<file path="src/rtl/elevator_pkg.sv">
// elevator_pkg: shared floor range, door state encoding and one-hot helper for the call panel
package elevator_pkg;
   localparam int NFLOORS_DEF = 3;
   localparam int FLOOR_LO    = 1;
   localparam int MAX_FLOORS  = 32;
   typedef enum logic {
      DOOR_IDLE = 1'b0,
      DOOR_OPEN = 1'b1
   } door_state_t;
   // Exactly one bit set: nonzero and clearing the lowest set bit leaves nothing.
   function automatic logic onehot_valid(input logic [MAX_FLOORS-1:0] i_v);
      return (i_v != '0) && ((i_v & (i_v - MAX_FLOORS'(1))) == '0);
   endfunction
endpackage

</file>
<file path="src/rtl/button_debounce.sv">
// button_debounce: 2-flop synchronizer, stability counter and registered rising-edge press pulse
//   clk, RESET : clock and asynchronous active-high reset
//   i_btn      : raw asynchronous, bounce-prone button
//   o_press    : one-cycle pulse per debounced press (releases give nothing)
module button_debounce #(
   parameter int DEBOUNCE_CYCLES = 4
) (
   input  logic clk,
   input  logic RESET,
   input  logic i_btn,
   output logic o_press
);
   localparam int CW = $clog2(DEBOUNCE_CYCLES + 1);
   logic          r_s1, r_s2, r_level, r_level_d, r_press;
   logic [CW-1:0] r_cnt;
   logic          w_mismatch, w_done;
   assign w_mismatch = r_s2 ^ r_level;
   // The DEBOUNCE_CYCLES-th consecutive mismatch flips the level on this edge.
   assign w_done = w_mismatch && (r_cnt == CW'(DEBOUNCE_CYCLES - 1));
   always_ff @(posedge clk or posedge RESET) begin
      if (RESET) begin
         r_s1      <= 1'b0;
         r_s2      <= 1'b0;
         r_cnt     <= '0;
         r_level   <= 1'b0;
         r_level_d <= 1'b0;
         r_press   <= 1'b0;
      end else begin
         r_s1      <= i_btn;
         r_s2      <= r_s1;
         r_cnt     <= (!w_mismatch || w_done) ? '0 : r_cnt + CW'(1);
         r_level   <= w_done ? r_s2 : r_level;
         r_level_d <= r_level;
         r_press   <= r_level & ~r_level_d;
      end
   end
   assign o_press = r_press;
endmodule

</file>
<file path="src/rtl/elevator_call_panel.sv">
// elevator_call_panel: debounced hall calls held as pending requests, door timer and fault flag
//   clk, RESET     : clock and asynchronous active-high reset
//   i_btn          : raw hall buttons, one per floor
//   i_car_floor    : one-hot car floor (zero or several bits = no current floor)
//   i_car_moving   : car between floors or travelling
//   o_req          : pending calls / call lamps
//   o_served       : one-cycle pulse when a pending call is cleared by service
//   o_door_open    : door open command
//   o_door_fault   : sticky, car moved while the door was open
module elevator_call_panel
   import elevator_pkg::*;
#(
   parameter int NFLOORS         = NFLOORS_DEF,
   parameter int DEBOUNCE_CYCLES = 4,
   parameter int DOOR_CYCLES     = 8
) (
   input  logic                    clk,
   input  logic                    RESET,
   input  logic [NFLOORS:FLOOR_LO] i_btn,
   input  logic [NFLOORS:FLOOR_LO] i_car_floor,
   input  logic                    i_car_moving,
   output logic [NFLOORS:FLOOR_LO] o_req,
   output logic [NFLOORS:FLOOR_LO] o_served,
   output logic                    o_door_open,
   output logic                    o_door_fault
);
   localparam int TW = (DOOR_CYCLES > 1) ? $clog2(DOOR_CYCLES) : 1;
   localparam logic [TW-1:0] TMAX = TW'(DOOR_CYCLES - 1);
   door_state_t             r_state, w_state_nx;
   logic [TW-1:0]           r_timer, w_timer_nx;
   logic [NFLOORS:FLOOR_LO] r_req, w_req_nx, r_served, w_served_nx;
   logic [NFLOORS:FLOOR_LO] w_press, w_cur, w_stop, w_clear, w_block;
   logic                    r_fault, w_fault_nx, w_valid;
   for (genvar g = FLOOR_LO; g <= NFLOORS; g++) begin : g_btn
      button_debounce #(
         .DEBOUNCE_CYCLES(DEBOUNCE_CYCLES)
      ) u_db (
         .clk    (clk),
         .RESET  (RESET),
         .i_btn  (i_btn[g]),
         .o_press(w_press[g])
      );
   end
   assign w_valid = onehot_valid(MAX_FLOORS'(i_car_floor));
   assign w_cur   = w_valid ? i_car_floor : '0;
   assign w_stop  = (w_valid && !i_car_moving) ? i_car_floor : '0;
   always_comb begin
      w_state_nx  = r_state;
      w_timer_nx  = r_timer;
      w_served_nx = '0;
      w_fault_nx  = r_fault;
      w_clear     = '0;
      w_block     = '0;
      if (r_state == DOOR_IDLE) begin
         // A press at the stop floor is consumed by the opening, never latched.
         if (|(w_stop & (r_req | w_press))) begin
            w_state_nx  = DOOR_OPEN;
            w_timer_nx  = TMAX;
            w_clear     = w_stop;
            w_served_nx = w_stop & r_req;
         end
      end else begin
         // Presses at the floor the door is open on only extend the open time.
         w_block = w_cur;
         if (i_car_moving) begin
            w_fault_nx = 1'b1;
            w_state_nx = DOOR_IDLE;
         end else if (|(w_press & w_cur)) begin
            w_timer_nx = TMAX;
         end else if (r_timer == '0) begin
            w_state_nx = DOOR_IDLE;
         end else begin
            w_timer_nx = r_timer - TW'(1);
         end
      end
      w_req_nx = (r_req | (w_press & ~w_block)) & ~w_clear;
   end
   always_ff @(posedge clk or posedge RESET) begin
      if (RESET) begin
         r_state  <= DOOR_IDLE;
         r_timer  <= '0;
         r_req    <= '0;
         r_served <= '0;
         r_fault  <= 1'b0;
      end else begin
         r_state  <= w_state_nx;
         r_timer  <= w_timer_nx;
         r_req    <= w_req_nx;
         r_served <= w_served_nx;
         r_fault  <= w_fault_nx;
      end
   end
   assign o_req        = r_req;
   assign o_served     = r_served;
   assign o_door_open  = (r_state == DOOR_OPEN);
   assign o_door_fault = r_fault;
endmodule

</file>
<file path="config.mk">
export PLATFORM = sky130hd
export DESIGN_NAME = elevator_call_panel
export DESIGN_NICKNAME = d
export VERILOG_FILES = /design/src/rtl/elevator_pkg.sv /design/src/rtl/button_debounce.sv /design/src/rtl/elevator_call_panel.sv
export SDC_FILE = /design/constraint.sdc
export NUM_CORES = 1
export LEC_CHECK = 0
export BUFFER_PORTS_ARGS = -buffer_cell sky130_fd_sc_hd__buf_4
export CAP_MARGIN = 15
export CORE_MARGIN = 1.5
export CORE_UTILIZATION = 60
export DETAILED_ROUTE_END_ITERATION = 8
export GPL_ROUTABILITY_DRIVEN = 0
export PLACE_DENSITY = 0.87
export SETUP_SLACK_MARGIN = 0.02
export SLEW_MARGIN = 20
export SYNTH_ARGS = -nofsm -noshare
export SYNTH_HDL_FRONTEND = slang
export SYNTH_SLANG_ARGS = --single-unit
</file>
<file path="constraint.sdc">
create_clock -name clk -period 2.5 [get_ports clk]
set_clock_uncertainty 0.15 [all_clocks]
set_input_delay 0.5 -clock clk [delete_from_list [all_inputs] [get_ports clk]]
set_output_delay 0.5 -clock clk [all_outputs]
set_load 0.1 [all_outputs]
</file>
# Word-level counts from Yosys, hierarchy flattened
# Index checks and enable logic that the tools add are counted.
[op_classes] n_reduce_logical=20 eq_ne=5 mux=20 bitwise_logic=19 add_sub_neg=5
[op_table] cell="2-to-1 mux 3 bit" count=15
[op_table] cell="AND 3 x 32 -> 32 bit" count=1
[op_table] cell="logical NOT 32 bit" count=1
[op_table] cell="AND 3 bit" count=5
[op_table] cell="adder 3 x 1 -> 3 bit, second input constant" count=3
[op_table] cell="== test 3 x 2 -> 1 bit, second input constant" count=3
[op_table] cell="NOT 3 bit" count=2
[op_table] cell="bitwise OR 3 bit" count=2
[op_table] cell="OR reduction 3 bit" count=2
[op_table] cell="logical AND 1 bit" count=5
[op_table] cell="2-to-1 mux 1 bit" count=5
[op_table] cell="logical NOT 1 bit" count=4
[op_table] cell="subtractor 3 x 1 -> 4 bit, second input constant" count=1
[op_table] cell="AND 1 bit" count=3
[op_table] cell="logical NOT 3 bit" count=1
[op_table] cell="logical OR 1 bit" count=3
[op_table] cell="inequality test 3 bit, second input constant" count=1
[op_table] cell="NOT 1 bit" count=3
[op_table] cell="AND reduction 3 bit" count=1
[op_table] cell="nonzero test 3 bit" count=1
[op_table] cell="subtractor 3 x 1 -> 3 bit, second input constant" count=1
[op_table] cell="bitwise XOR 1 bit" count=3
[op_table] cell="inequality test 2 bit, second input constant" count=1
[op_table] cell="AND reduction 2 bit" count=1
[op_table] cell="nonzero test 2 bit" count=1
[word_totals] regBits=35 wordCells=92 input_bits=9

# Logic depth before layout (Yosys ltp)
# Gate-level depths: netlist of the first run.
[logic_depth] word_depth=12 ltp_mapped=6 ltp_nobuf=6

# Hierarchy
# From an unflattened synthesis of the first run, not the netlist that was laid out.
[unflattened] hier_cells=109 area_unflattened_um2=1440.1
[modules_own_cells] mod="button_debounce" area_per_inst_um2=281.5 n_inst=3 seq_area_each_um2=200.2 cells_each=18
[modules_own_cells] mod="elevator_call_panel" area_per_inst_um2=595.6 n_inst=1 seq_area_each_um2=275.3 cells_each=55

# Least setup slack after synthesis of the first run
# No wires, ideal clock.
[synth_timing] path_type="reg-to-reg" startpoint="reg r_state (netlist: o_door_open)" endpoint="reg r_timer[1]" slack_ps=604 arrival_ps=1613 setup_time_ps=133 synth_period_minus_slack_ps=1896 required_ps=2217 path_stages_with_launch=6 cell_sequence="dfrtp_1 > buf_4 > nor2_2 > o211a_1 > a21oi_2 > a32oi_1"
[synth_via] elab_chain_cells=2 word_cells_on_any_way=5
[synth_lines] item="start, declared" line="elevator_call_panel.sv:29" source="door_state_t r_state, w_state_nx;"
[synth_lines] item="start signal, assigned" line="elevator_call_panel.sv:86" source="r_state <= w_state_nx;"
[synth_lines] item="inequality test 3 bit (no source line), or another cell as far along"
[synth_lines] item="AND reduction 3 bit (no source line)"
[synth_lines] item="end signal, assigned" line="elevator_call_panel.sv:87" source="r_timer <= w_timer_nx;"
[synth_lines] item="end, declared" line="elevator_call_panel.sv:30" source="logic [TW-1:0] r_timer, w_timer_nx;"
# Several ways; a longest one is shown, not always the timed one.
# A chain may end at the register's enable or synchronous reset.

# Worst setup path after layout of the first run
[layout_timing] startpoint="reg r_state (netlist: o_door_open)" endpoint="out o_door_open"
[layout_rtl] item="end, declared" line="elevator_call_panel.sv:24" source="output logic o_door_open,"
# No word-level cell between the ends.

==> results by group, run 1 <==
Synth
  • Register area share after synthesis: 60.76%
  • Synth Instances: 115
  • Leading area contributor after synthesis: dfrtp_1
  • Synth Register Bits: 35
  • Synth top area cells: dfrtp_1 (61%), ha_1 (6.9%), nor2_1 (3.4%)
  • Yosys warnings: 0
  • Syn_area_per_cell: 12.53 µm²
  • Net count after synthesis: 132
  • Mapped Area: 1441 µm²
  • Netlist cell types: 28
  • Synth top area share: 60.76%

Placement
  • Placed instance area: 1597 µm²
  • Buffers on Ports: 16
  • DPL Wire Length: 1.667 mm
  • Pre-CTS setup slack: 0.8952 ns

Job
  • Max cap viols: 0

Clock network
  • CTS buffer count: 5
  • Hold Buf Count CTS: 0
  • TritonCTS clock tree: built
  • Root buffer cell: clkbuf_4
  • Clock Tree Buf Depth: 2
  • Sink Count: 35
  • CTS clk-pin slew, worst paths: 0.10 ns
  • H-tree Lvls: 2
  • PostCTS Resize Cnt: 0
  • Clock Latency Late Sink: 0.32 ns
  • Post-CTS Setup Inserts: 0

Drt
  • DRC: 0
  • DRT Pass-1 Iters: 4
  • Detail Route Antenna Nets: 0
  • Avg WL per Cell: 13.29 µm
  • Via count of the routed design: 903
  • Post-Route WL: 2.219 mm
  • DRT iter0 DRCs: 11
  • Via/cell ratio: 5.407

GRT
  • Total global-route track usage: 21.06%
  • Largest net degree at the start of global routing: 36
  • Vias in the first global route: 964
  • Initial antenna violation count: 0
  • Global route overflow: 0
  • Global-route wire length before repair: 3.974 mm

Critical path
  • CP peak stage delay: 0.59 ns
  • Worst r2r src: r_timer[0]$_DFFE_PP0P_
  • Worst Path Required: 1.85 ns
  • WP buf/inv: 1
  • R2r setup slk: 0.92 ns
  • Worst Path Arrival: 1.27 ns
  • Crit Reg-Reg Endpoint: r_timer[1]$_DFFE_PP0P_
  • Crit path max-delay family: flip-flops
  • Type of the worst setup path: register to output port
  • CP startpoint kind: register
  • Crit path cell chain: buf_4
  • Critical-path top delay cell: dfrtp_1
  • CP Capture Type: output port
  • CP Max Fanout: 9
  • Worst r2r path cells: 6

Die
  • Die ar.: 2706 µm²
  • Initial Util: 64.54%
  • Cell row count: 17
  • Placeable core area: 2233 µm²
  • Die Ht: 52.02 µm
  • Die W: 52.02 µm
  • IO Pins: 17

Pwr
  • Pwr/cell area: 1035 nW/µm²
  • Leakage: 0.8121 nW
  • Max IR drop VDD: 0.9597 mV

STA
  • Setup TNS: 0 ns
  • Hold Fails Final Rpt: 0
  • Max-slew violation count: 0
  • Minimum clock period: 1.924 ns
  • Period utilization: 76.97%
  • Normalized max-slew margin: 72.37%
  • Final setup margin: 0.5759 ns
  • Final setup vio count: 0
  • Slew @ Worst Pin: 0.4144 ns
  • Highest Clock Rate: 519.7 MHz
  • RSZ-0062 raised after global routing: no

Final layout
  • Area grow syn2layout: 14.24%
  • Ant. Diodes: 0
  • Nets: 155
  • Layout cell share with drive strength beyond 1: 23.02%
  • Commonest non-fill, non-tap cells in the layout: dfrtp_1 (35), buf_4 (17), nor2_1 (13), inv_1 (10), ha_1 (8)
  • Commonest non-fill, non-tap cell in the layout: dfrtp_1
  • Post-layout util: 73.73%
  • Finished Cell Area: 1647 µm²

Worst hold path
  • Hold Path Class: primary input to asynchronous set/reset pin

Outcome
  • Status: finished clean
-- per-layer routing --
metal | routed length, µm | share of wire [%] | track usage, %
met1 | 924 | 42 | 24.80
met2 | 1130 | 51 | 35.65
met3 | 134 | 6.0 | 7.759
met4 | 29 | 1.3 | 6.579
met5 | 0 | 0 | 0
-- sequential cells by signal (all words and copies together) (netlist names) --
register,count
o_door_fault,1
g_btn.u_db.o_press,3
r_timer,3
o_door_open,1
g_btn.u_db.r_s1,3
g_btn.u_db.r_cnt,9
o_req,3
o_served,3
g_btn.u_db.r_s2,3
g_btn.u_db.r_level,3
g_btn.u_db.r_level_d,3
-- cells by family (layout without fill, tap and decap cells) --
family | count (synthesis) | count (layout) | synth area share [%]
AOI/OAI and AO/OA | 12 | 12 | 5.903
xor gates and xnor gates | 3 | 3 | 1.823
adders and majority gates | 8 | 8 | 6.945
buffers and inverters | 11 | 35 | 3.125
DFF | 35 | 35 | 60.76
muxes | 5 | 5 | 3.733
and+or+nand+nor | 41 | 41 | 17.71
-- cell type report --
type                            instances  area [µm²]
Sequential cell                        35       875.8
Fill cell                             152       586.8
Multi-Input combinational cell         69       520.5
Timing Repair Buffer                   17       127.6
Clock buffer                            7       45.04
Inverter                               10       37.54
Tap cell                               28       35.03
Clock inverter                          1       5.005
-- stage by stage --
step	power [mW]	instances	hold slack (ns)
finish	1.704	167	0.1147
global route	1.824	167	0.09965
CTS	1.722	167	0.1153
detailed placement	1.447	159	0.1944
global placement	1.412	159	0.1833
floorplan	1.300	115	0.1812
-- report_power, final --
part	total (mW)	leakage (nW)	switching [mW]	internal, mW
Clock	0.274	0.0293	0.164	0.110
Sequential	0.841	0.420	0.112	0.729
Combinational	0.588	0.363	0.404	0.184
-- how the worst max path moves through the flow --
stage | start | end | slack (ns) | depth (start not counted)
CTS | o_door_open$_DFF_PP0_ | o_door_open | 0.58 | 1
floorplan | o_door_open$_DFF_PP0_ | r_timer[1]$_DFFE_PP0P_ | 0.60 | 5
finish | o_door_open$_DFF_PP0_ | o_door_open | 0.58 | 1
global route | o_door_open$_DFF_PP0_ | o_door_open | 0.51 | 1
global placement | o_door_open$_DFF_PP0_ | o_door_open | 0.96 | 1
detailed placement | i_car_floor[2] | r_timer[1]$_DFFE_PP0P_ | 0.90 | 5
-- cells in the mapped netlist --
library cell / n
a21o_1: 1
a21oi_1: 5
a21oi_2: 1
a31oi_1: 2
a32oi_1: 1
and3_1: 2
and3_2: 1
buf_4: 1
dfrtp_1: 35
ha_1: 8
inv_1: 10
mux2_2: 3
mux2i_1: 2
nand2_1: 2
nand2b_1: 6
nand4_1: 2
nand4bb_1: 3
nor2_1: 13
nor2_2: 1
nor2b_1: 4
nor3_1: 3
nor3b_1: 1
nor3b_4: 1
nor4b_2: 1
o211a_1: 1
o22ai_2: 1
or2b_1: 1
xor2_1: 3
(Power assumes the default switching activity.)
==> inputs of run 2 (changes only) <==
--- a/config.mk
+++ b/config.mk
@@ -7,11 +7,12 @@
 export LEC_CHECK = 0
 export BUFFER_PORTS_ARGS = -buffer_cell sky130_fd_sc_hd__buf_4
 export CAP_MARGIN = 15
+export CORE_ASPECT_RATIO = 2
 export CORE_MARGIN = 1.5
-export CORE_UTILIZATION = 60
+export CORE_UTILIZATION = 50
 export DETAILED_ROUTE_END_ITERATION = 8
 export GPL_ROUTABILITY_DRIVEN = 0
-export PLACE_DENSITY = 0.87
+export PLACE_DENSITY = 0.78
 export SETUP_SLACK_MARGIN = 0.02
 export SLEW_MARGIN = 20
 export SYNTH_ARGS = -nofsm -noshare
==> constraint.sdc (replaced) <==
create_clock -name clk -period 1.7 [get_ports clk]
set_clock_uncertainty 0.15 [all_clocks]
set_input_delay 0.34 -clock clk [delete_from_list [all_inputs] [get_ports clk]]
set_output_delay 0.34 -clock clk [all_outputs]
set_load 0.1 [all_outputs]
==> run 2 against run 1 <==
Power grew 67%. Wire length up 3.5%. Critical path depth is the same. Count of clock-buffer cells in the layout decreased by 1. Critical path type unchanged. Critical endpoint unchanged.
==> results by group, run 2 (synthesis gave the netlist of run 1 again) <==
Critical path
  • Type of the worst setup path: register to output port (unchanged)
  • Critical-path top delay cell: dfrtp_2 (was dfrtp_1)
  • CP Max Fanout: 9 (unchanged)
  • Crit path cell chain: buf_4 (unchanged)
  • Worst r2r src: r_timer[0]$_DFFE_PP0P_ (unchanged)
  • CP startpoint kind: register (unchanged)
  • Worst Path Required: 1.21 ns (was 1.85 ns)
  • WP buf/inv: 1 (unchanged)
  • Worst Path Arrival: 1.09 ns (was 1.27 ns)
  • Worst setup path startpoint: o_door_open$_DFF_PP0_ (unchanged)
  • Crit path max-delay family: flip-flops (unchanged)
  • CP peak stage delay: 0.48 ns (was 0.59 ns)
  • CP Capture Type: output port (unchanged)

Pwr
  • Pwr/cell area: 1640 nW/µm² (was 1035 nW/µm²)
  • Leakage: 0.8497 nW (was 0.8121 nW)
  • Clock Power Share: 26.2% (was 16.1%)
  • Combinational share of power: 30.3% (was 34.5%)
  • Switching share of power: 35.92% (was 39.98%)
  • Max IR drop VDD: 0.8952 mV (was 0.9597 mV)
  • Pwr Total: 2.853 mW (was 1.704 mW)
  • Part of the power in registers: 43.5% (was 49.4%)
  • Switching pwr: 1.025 mW (was 681.1 µW)
  • Internal power: 1.828 mW (was 1.023 mW)

Drt
  • Via count of the routed design: 923 (was 903)
  • DRT iter0 DRCs: 16 (was 11)
  • Avg WL per Cell: 13.51 µm (was 13.29 µm)
  • Via/cell ratio: 5.429 (was 5.407)
  • DRC: 0 (unchanged)
  • Detail Route Antenna Nets: 0 (unchanged)
  • DRT Pass-1 Iters: 4 (unchanged)
  • Post-Route WL: 2.296 mm (was 2.219 mm)

Clock network
  • Root buffer cell: clkbuf_8 (was clkbuf_4)
  • Hold Buf Count CTS: 1 (was 0)
  • Clock Latency Late Sink: 0.28 ns (was 0.32 ns)
  • Sink Count: 35 (unchanged)
  • CTS buffer count: 5 (unchanged)
  • Post-CTS Setup Inserts: 0 (unchanged)
  • TritonCTS clock tree: built (unchanged)
  • Clock Tree Buf Depth: 2 (unchanged)
  • H-tree Lvls: 2 (unchanged)
  • CTS clk-pin slew, worst paths: 0.06 ns (was 0.10 ns)
  • PostCTS Resize Cnt: 0 (unchanged)

Final layout
  • Nets: 157 (was 155)
  • Layout Cells excl Fill: 170 (was 167)
  • Fill cells: 211 (was 152)
  • Layout cell share with drive strength beyond 1: 26.24% (was 23.02%)
  • Area grow syn2layout: 20.66% (was 14.24%)
  • Reg with most FFs: g_btn.u_db.r_cnt (unchanged)
  • Number of flip-flops in the largest register: 9 (unchanged)
  • Multi-input gate area: 520.5 µm² (unchanged)
  • Commonest non-fill, non-tap cells in the layout: dfrtp_1 (32), buf_4 (17), nor2_1 (13), inv_1 (10), ha_1 (8) (was dfrtp_1 (35), buf_4 (17), nor2_1 (13), inv_1 (10), ha_1 (8))
  • Post-layout util: 63.56% (was 73.73%)
  • Commonest non-fill, non-tap cell in the layout: dfrtp_1 (unchanged)
  • FF+latch area: 879.6 µm² (was 875.8 µm²)
  • Ant. Diodes: 0 (unchanged)
  • Finished Cell Area: 1739 µm² (was 1647 µm²)

GRT
  • Initial antenna violation count: 0 (unchanged)
  • Total global-route track usage: 17.39% (was 21.06%)
  • Global route overflow: 0 (unchanged)
  • Largest net degree at the start of global routing: 36 (unchanged)
  • Vias in the first global route: 924 (was 964)
  • Global-route wire length before repair: 3.615 mm (was 3.974 mm)

Job
  • Max cap viols: 0 (unchanged)

Placement
  • Pre-CTS setup slack: 0.1942 ns (was 0.8952 ns)
  • Placed instance area: 1602 µm² (was 1597 µm²)
  • Buffers on Ports: 16 (unchanged)
  • DPL Wire Length: 1.690 mm (was 1.667 mm)
  • Inst Count DP: 160 (was 159)

Worst hold path
  • Hold Path Origin: i_btn[2]
  • Hold Path Class: primary input to register (was primary input to asynchronous set/reset pin)

Die
  • Die W: 40.97 µm (was 52.02 µm)
  • Die Ht: 78.93 µm (was 52.02 µm)
  • Cell row count: 27 (was 17)
  • Placeable core area: 2736 µm² (was 2233 µm²)
  • Initial Util: 52.67% (was 64.54%)
  • Die ar.: 3233 µm² (was 2706 µm²)
  • IO Pins: 17 (unchanged)

STA
  • RSZ-0062 raised after global routing: no (unchanged)
  • Final setup margin: 0.1177 ns (was 0.5759 ns)
  • Slew @ Worst Pin: 0.4097 ns (was 0.4144 ns)
  • Hold slack: 0.01405 ns (was 0.1147 ns)
  • Minimum clock period: 1.582 ns
  • Setup TNS: 0 ns (unchanged)
  • Period utilization: 93.08%
  • Max-slew violation count: 0 (unchanged)
  • Final setup vio count: 0 (unchanged)
  • Hold Fails Final Rpt: 0 (unchanged)
  • Highest Clock Rate: 632.0 MHz
  • Normalized max-slew margin: 72.69% (was 72.37%)

Outcome
  • Status: finished clean (unchanged)
run 2: per-layer routing:
metal	vias up	part of all wire, %	routed length, µm	GRT usage [%]
met1	444	33	757	13.40
met5	-	0	0	0
met3	11	5.1	118	5.866
met4	0	4.4	102	12.67
met2	31	57	1316	30.47
li1	437	-	-	-
run 2: cell type report:
cell class | count | area share, %
Inverter | 10 | 2.158
Multi-Input combinational cell | 69 | 29.93
Timing Repair Buffer | 19 | 8.489
Sequential cell | 35 | 50.58
Tap cell | 29 | 2.086
Clock inverter | 2 | 2.014
Clock buffer | 6 | 4.748
run 2: power by group through the flow:
| stage | logic, mW | clock network, mW | registers, mW |
|---|---|---|---|
| detailed placement | 0.871 | 0 | 1.26 |
| global route | 0.944 | 0.809 | 1.27 |
| CTS | 0.878 | 0.769 | 1.24 |
| floorplan | 0.384 | 0 | 1.53 |
| finish | 0.866 | 0.746 | 1.24 |
| global placement | 0.842 | 0 | 1.25 |
run 2: worst paths after layout:
kind,to,slack (ns),cells past startpoint
min reg2reg,g_btn[2].u_db.r_s2$_DFF_PP0_,0.20,0
max,o_door_open,0.12,1
max reg2reg,r_timer[0]$_DFFE_PP0P_,0.13,6
min in group asynchronous,o_served[2]$_DFF_PP0_,0.56,4
max in group asynchronous,o_door_open$_DFF_PP0_,0.53,4
min,g_btn[2].u_db.r_s1$_DFF_PP0_,0.01,1
